<file path="config.mk">
export PLATFORM = sky130hd
export DESIGN_NAME = text_fetch_sequencer
export DESIGN_NICKNAME = d
export VERILOG_FILES = /design/src/rtl/text_fetch_sequencer.sv
export SDC_FILE = /design/constraint.sdc
export NUM_CORES = 1
export LEC_CHECK = 0
export BUFFER_PORTS_ARGS = -buffer_cell sky130_fd_sc_hd__buf_2
export CAP_MARGIN = 20
export CORE_ASPECT_RATIO = 0.5
export CORE_MARGIN = 4
export CORE_UTILIZATION = 25
export DETAILED_ROUTE_END_ITERATION = 8
export GPL_TIMING_DRIVEN = 1
export SYNTH_ARGS = -nofsm -noshare
export SYNTH_HDL_FRONTEND = slang
export SYNTH_SLANG_ARGS = --single-unit
</file>
<file path="constraint.sdc">
create_clock -name pixel_clk -period 3.3 [get_ports pixel_clk]
set_input_delay 0.495 -clock pixel_clk [delete_from_list [all_inputs] [get_ports pixel_clk]]
set_output_delay 0.495 -clock pixel_clk [all_outputs]
set_load 0.05 [all_outputs]
</file>
<file path="src/rtl/text_fetch_sequencer.sv">
// text_fetch_sequencer
// Pixel-rate sequencer between the VGA timing generator and the color mapper.
// Turns the scan position into the per-pixel operands the mapper needs:
// the character word from VRAM, the glyph row from the font ROM, the fg/bg
// colors from the palette, and the inverse flag. It is a fixed 3-stage pipeline,
// and it also owns the frame-counted cursor blink.
//
// Ports:
//   pixel_clk, reset          single clock; synchronous active-high reset
//   DrawX, DrawY              scan position (stage 0)
//   hsync_in, vsync_in        active-low syncs
//   blank_in                  1 = active video
//   vram_addr / vram_rdata    VRAM word port (address from stage 0, 1-cycle read)
//   font_addr / font_data     font ROM {code, row} (address from stage 1, 1-cycle read)
//   pal_fg_idx / pal_bg_idx   palette indices (stage 1)
//   pal_fg / pal_bg           palette colors, valid 1 cycle after the indices
//   cursor_en/_x/_y           cursor control, sampled in stage 0
//   DrawX_out, *sync_out,
//   blank_out                 sideband delayed 3 cycles
//   inv_bit, cmd, font_line   per-pixel operands for the color mapper
module text_fetch_sequencer #(
  parameter int BLINK_FRAMES = 30,
  parameter int COLS         = 80
) (
  input  logic        pixel_clk,
  input  logic        reset,
  input  logic [9:0]  DrawX,
  input  logic [9:0]  DrawY,
  input  logic        hsync_in,
  input  logic        vsync_in,
  input  logic        blank_in,
  output logic [10:0] vram_addr,
  input  logic [31:0] vram_rdata,
  output logic [10:0] font_addr,
  input  logic [7:0]  font_data,
  output logic [3:0]  pal_fg_idx,
  output logic [3:0]  pal_bg_idx,
  input  logic [11:0] pal_fg,
  input  logic [11:0] pal_bg,
  input  logic        cursor_en,
  input  logic [6:0]  cursor_x,
  input  logic [4:0]  cursor_y,
  output logic [9:0]  DrawX_out,
  output logic        hsync_out,
  output logic        vsync_out,
  output logic        blank_out,
  output logic        inv_bit,
  output logic [31:0] cmd,
  output logic [7:0]  font_line
);

  localparam int ROWS = 30;
  localparam int FCW  = (BLINK_FRAMES > 1) ? $clog2(BLINK_FRAMES) : 1;

  // Stage 0: character index, VRAM address, cursor hit
  logic [11:0] ci;
  logic        hit0;

  always_comb begin
    ci        = 12'(DrawY[9:4] * COLS) + 12'(DrawX[9:3]);
    vram_addr = blank_in ? ci[11:1] : '0;
    // The grid bounds stop a cursor parked off-screen from matching the
    // out-of-range DrawX/DrawY values seen during blanking.
    hit0 = cursor_en
        && (DrawX[9:3] == cursor_x) && (DrawY[8:4] == cursor_y)
        && ({25'd0, cursor_x} < COLS) && (cursor_y < 5'(ROWS));
  end

  logic       s1_half, s1_hit, s1_hs, s1_vs, s1_blank;
  logic [3:0] s1_row;
  logic [9:0] s1_x;

  always_ff @(posedge pixel_clk) begin
    if (reset) begin
      s1_half  <= 1'b0;
      s1_hit   <= 1'b0;
      s1_hs    <= 1'b0;
      s1_vs    <= 1'b0;
      s1_blank <= 1'b0;
      s1_row   <= '0;
      s1_x     <= '0;
    end else begin
      s1_half  <= ci[0];
      s1_hit   <= hit0;
      s1_hs    <= hsync_in;
      s1_vs    <= vsync_in;
      s1_blank <= blank_in;
      s1_row   <= DrawY[3:0];
      s1_x     <= DrawX;
    end
  end

  // Frame counter and blink phase
  logic           vs_prev;
  logic [FCW-1:0] frame_cnt;
  logic           blink_phase;

  always_ff @(posedge pixel_clk) begin
    if (reset) begin
      vs_prev     <= 1'b1;
      frame_cnt   <= '0;
      blink_phase <= 1'b0;
    end else begin
      vs_prev <= vsync_in;
      if (vs_prev && !vsync_in) begin
        if (frame_cnt == FCW'(BLINK_FRAMES - 1)) begin
          frame_cnt   <= '0;
          blink_phase <= ~blink_phase;
        end else begin
          frame_cnt <= frame_cnt + 1'b1;
        end
      end
    end
  end

  // Stage 1: character select, font/palette addressing, inverse flag
  logic [15:0] chr;

  always_comb begin
    chr        = s1_half ? vram_rdata[31:16] : vram_rdata[15:0];
    font_addr  = {chr[14:8], s1_row};
    pal_fg_idx = chr[7:4];
    pal_bg_idx = chr[3:0];
  end

  logic       s2_inv, s2_hs, s2_vs, s2_blank;
  logic [9:0] s2_x;

  always_ff @(posedge pixel_clk) begin
    if (reset) begin
      s2_inv   <= 1'b0;
      s2_hs    <= 1'b0;
      s2_vs    <= 1'b0;
      s2_blank <= 1'b0;
      s2_x     <= '0;
    end else begin
      s2_inv   <= chr[15] ^ (s1_hit & blink_phase);
      s2_hs    <= s1_hs;
      s2_vs    <= s1_vs;
      s2_blank <= s1_blank;
      s2_x     <= s1_x;
    end
  end

  // Stage 2: capture ROM/palette data into the outputs, masked by blank
  always_ff @(posedge pixel_clk) begin
    if (reset) begin
      DrawX_out <= '0;
      hsync_out <= 1'b0;
      vsync_out <= 1'b0;
      blank_out <= 1'b0;
      inv_bit   <= 1'b0;
      cmd       <= '0;
      font_line <= '0;
    end else begin
      DrawX_out <= s2_x;
      hsync_out <= s2_hs;
      vsync_out <= s2_vs;
      blank_out <= s2_blank;
      inv_bit   <= s2_blank & s2_inv;
      cmd       <= s2_blank ? {7'd0, pal_fg, pal_bg, 1'b0} : '0;
      font_line <= s2_blank ? font_data : '0;
    end
  end

endmodule

</file>
Word level (Yosys, flattened, before mapping)

Index checks and enable logic that the tools add are counted.

Add/subtract/negate cells: 2
Multiply operators: 1
Magnitude comparators: 2
Eq/ne operators: 3
Mux-type cells: 3
Bitwise gates (word level): 5
Reductions and logical operators: 8

Operator list:

| operator                                                            | count |
|---|---|
| 16-bit 2-to-1 mux                                                   | 1 |
| 12-bit by 7-bit adder with 12-bit output                            | 1 |
| 11-bit 2-to-1 mux                                                   | 1 |
| 6-bit by 3-bit multiplier with 8-bit output (second input constant) | 1 |
| 7-bit equality test                                                 | 1 |
| 7-bit < comparator (second input constant)                          | 1 |
| 5-bit by 1-bit adder with 5-bit output (second input constant)      | 1 |
| 5-bit equality test                                                 | 1 |
| 5-bit equality test (second input constant)                         | 1 |
| 1-bit logical AND                                                   | 5 |
| 5-bit < comparator (second input constant)                          | 1 |
| 5-bit 2-to-1 mux                                                    | 1 |
| 1-bit AND                                                           | 2 |
| 1-bit inverter                                                      | 2 |
| 2-bit AND reduction                                                 | 1 |
| 2-bit OR reduction                                                  | 1 |
| 1-bit logical NOT                                                   | 1 |
| 1-bit XOR                                                           | 1 |

Register bits after elaboration: 94
Bits of input ports: 102
Output and inout bits: 84
Logic and storage cells: 47

Longest topological paths before layout

Word-level depth: 5
Depth in mapped cells: 9
Mapped depth without buffers: 9

Worst setup path after synthesis

No wires, ideal clock.

Kind: input port to output port
From: input DrawY[5]
To: output vram_addr[10]
Data arrival time: 2.566 ns
Path slack: 0.239 ns
Cell stages on the path: 9
Path through: ha_1 -> ha_1 -> inv_1 -> fa_1 -> or2b_1 -> nor2_1 -> nor4b_4 -> xnor2_1 -> and2_1

Longest elaborated chain between the ends: 3

RTL lines:

| item                                        | RTL line | RTL |
|---|---|---|
| start, declared                             | 28       | `input logic [9:0] DrawY,` |
| 6-bit by 3-bit multiplier with 8-bit output | 60       | `ci = 12'(DrawY[9:4] * COLS) + 12'(DrawX[9:3]);` |
| 12-bit by 7-bit adder with 12-bit output    | 60       |  |
| 11-bit 2-to-1 mux                           | 61       | `vram_addr = blank_in ? ci[11:1] : '0;` |
| end, declared                               | 32       | `output logic [10:0] vram_addr,` |

No other way between the ends.

Worst setup path in the final report

From: input DrawY[7]
To: output vram_addr[10]

Same word-level chain as after synthesis.

==> qor.yml <==
yosys.area.top_type: "dfxtp_1"
final_area_um2: 4600
setup-violations-final: 0
h-tree-depth: 3
netlist_area_um2: 3260
synth_most_common_cell: "dfxtp_1"
powerDensity_nw_per_um2: 540
dpl_cell_area_um2: 4290
grt_pass1_wl_mm: 11.5
layout-drive-gt1-share_pct: 44.4
antenna_found_initial: 0
ir_drop_uv: 280
critical_path_buf_inv_count: 3
n_antenna_cell: 0
wl_mm: 7.74
synth_compound_area_share_pct: 1.84
synth_xor_area_share_pct: 6.18
cpLargestDelayFamily: "adder cells"
synth_mux_area_share_pct: 5.49
design.core.area_um2: 12700
area_growth_pct: 41.1
port_buffers: 177
arrival_ps: 2710
pre_cts_ws_ps: 37.7
drc_errors: 0
status: "complete, no violations"
clock_path_buffers: 2
hpwl_mm: 6.21
gp_congestion: 0.770
num_vias: 2446
setup_ws_ps: 95.8
cts_tree: "built"
die-area_um2: 15100
synth_flop_cell: "dfxtp_1"
hold_ws_ps: 364
grt_util_all_layers_pct: 9.73
worstMarginPinSlew_ps: 831
syn_area_per_cell_um2: 10.8
synth_area_leaders: "dfxtp_1 52%, and2_1 8.1%, nor2b_1 7.7%, mux2_2 5.2%, ha_1 5.0%"
end_kind: "primary output"
synth_edf_count: 0
rsz0062_at_grt: "no"
finalSetupTns_ps: 0
ys_seq_elements: 85
critPathKind: "input port to primary output"
path_clk_slew_ps: 60
yosysSeqAreaShare_pct: 52.2
layout.nets: 598
timing.final.crit_share_pct: 97.1
viasPerCell: 3.73
synth-simple-area-share_pct: 23.7
holdCritPathClass: "input port to flop"
drtAntennaViolNets: 0
gr-total-overflow: 0
grt_max_degree: 35
placementRows: 29
syn-instance-count: 303
crit_chain: "buf_2, ha_1, ha_1, inv_2, fa_1, or2b_1, nor2_1, nor4b_4, xnor2_1, and2_1, buf_6"
start_kind: "input port"
hold_viol: 0
leakage_nw: 2.25
wl_per_cell_um: 11.8
worst_clock_skew_ps: 2.99
synth_top_family_by_area: "simple AND/OR/NAND/NOR gates"
finalCriticalPeriod_ps: 3200
drv_cap: 0
ys_types: 32
cpPeakStageDelay_ps: 430
ios: 186
synth_commonest_cells: "85 x dfxtp_1, 42 x and2_1, 40 x nor2b_1, 17 x xnor2_1"
final-max-slew-violation-count: 0
cts.sinks: 85
start_util_pct: 25.7
cp_max_fo: 3
first_global_vias: 2326
worstPathRequired_ps: 2800
timing.fmax_mhz: 312
dr.pass1.iters: 4
cpMaxStageDelayCell: "fa_1"
totalPowerFinal_w: 0.00248
clock_latency_ps: 320
synthAdderAreaFrac_pct: 6.21
fp.dieH_um: 88.8
relSlewSlack_pct: 44.6
yosys_warnings: 0
cp_common_cell: "ha_1"
synthArstFlopShare_pct: 0
cts_made_buffers: 9
drt-initial-drc-count: 47
cts_root_buffer: "clkbuf_16"
synth_top_area_share_pct: 52.2
die_w_um: 170
-- worst reg2reg max path, delay by kind of cell, from the launching register on --
family             cells  cell delay (ps)
and+or+nand+nor        4              950
DFF                    1              300
AOI/OAI and AO/OA      1               70
-- through the flow --
step	instances	util, %
after floorplan	310	-
after global placement	639	33.8
after detailed placement	639	33.8
after CTS	655	36.1
after global routing	656	36.2
final	656	36.2
-- routing by layer --
layer / global-route usage, % / vias up / wire, um
li1: - / 1297 / -
met1: 11.5 / 1068 / 3350
met2: 16.3 / 74 / 3710
met3: 3.97 / 7 / 608
met4: 3.29 / 0 / 74
met5: 0 / - / 0
-- what timing repair did --
item | in CTS | in global routing
resized for setup | 0 | 4
setup buffers | 0 | 1
hold buffers | 0 | 0
setup endpoints to repair | 0 | 1
-- cells by family (layout without fill, tap and decap cells) --
| family | count (synthesis) | in the layout |
|---|---|---|
| buffers and inverters | 28 | 204 |
| flip-flops | 85 | 85 |
| AO/OA/AOI/OAI | 10 | 10 |
| other | 1 | 8 |
| XOR/XNOR | 23 | 23 |
| adder cells (fa/ha/maj) | 15 | 15 |
| AND/OR/NAND/NOR | 125 | 125 |
| multiplexers | 16 | 16 |
-- placed cells by master, fill, tap and decap left out, drive strengths merged --
cell type and n:
or2 2, a21oi 4, a211oi 1, fa 2
nor2b 40, xor2 6, and2b 7, clkinv 2
dfxtp 85, nor4b 2, and3 1, mux2 15
buf 180, mux2i 1, nand2 4, a21o 1
xnor2 17, a2111oi 1, nand4 4, ha 13
nor3b 1, o21ai 3, inv 8, nor2 15
nand3 5, and2 42, clkbuf 13, clkinvlp 1
or2b 2, conb 8
-- where the power goes --
part | switching [W] | total [W] | leakage (nW) | internal [W]
sequential | 0.0000120 | 0.00107 | 0.695 | 0.00106
clock | 0.000366 | 0.000954 | 0.148 | 0.000589
combinational | 0.000294 | 0.000459 | 1.41 | 0.000165
-- area by class of cell --
cell class / count / area [um^2]
Tap cell: 170 / 213
Timing Repair Buffer: 180 / 915
Multi-Input combinational cell: 197 / 1450
Clock buffer: 13 / 280
Sequential cell: 85 / 1700
Inverter: 8 / 30.0
Fill cell: 1298 / 8100
Clock inverter: 3 / 17.5
-- state kept, by name, summed over array words and instances, names as in the netlist, 4 cells and up --
name	count
s1_x	10
s2_x	10
s1_row	4
DrawX_out	10
frame_cnt	5
cmd	24
font_line	8
-- path summary, 6_finish.rpt --
kind	from	to	slack, ps	cells after the start
worst max-delay path	DrawY[7]	vram_addr[10]	100	11
worst min-delay path	pal_fg[5]	cmd[18]$_SDFF_PP0_	360	2
worst max register to register	vs_prev$_SDFF_PP1_	frame_cnt[1]$_SDFFE_PP0P_	1850	5
worst min register to register	s2_inv$_SDFF_PP0_	inv_bit$_SDFF_PP0_	420	1
Power figures use the tool's default switching activity.
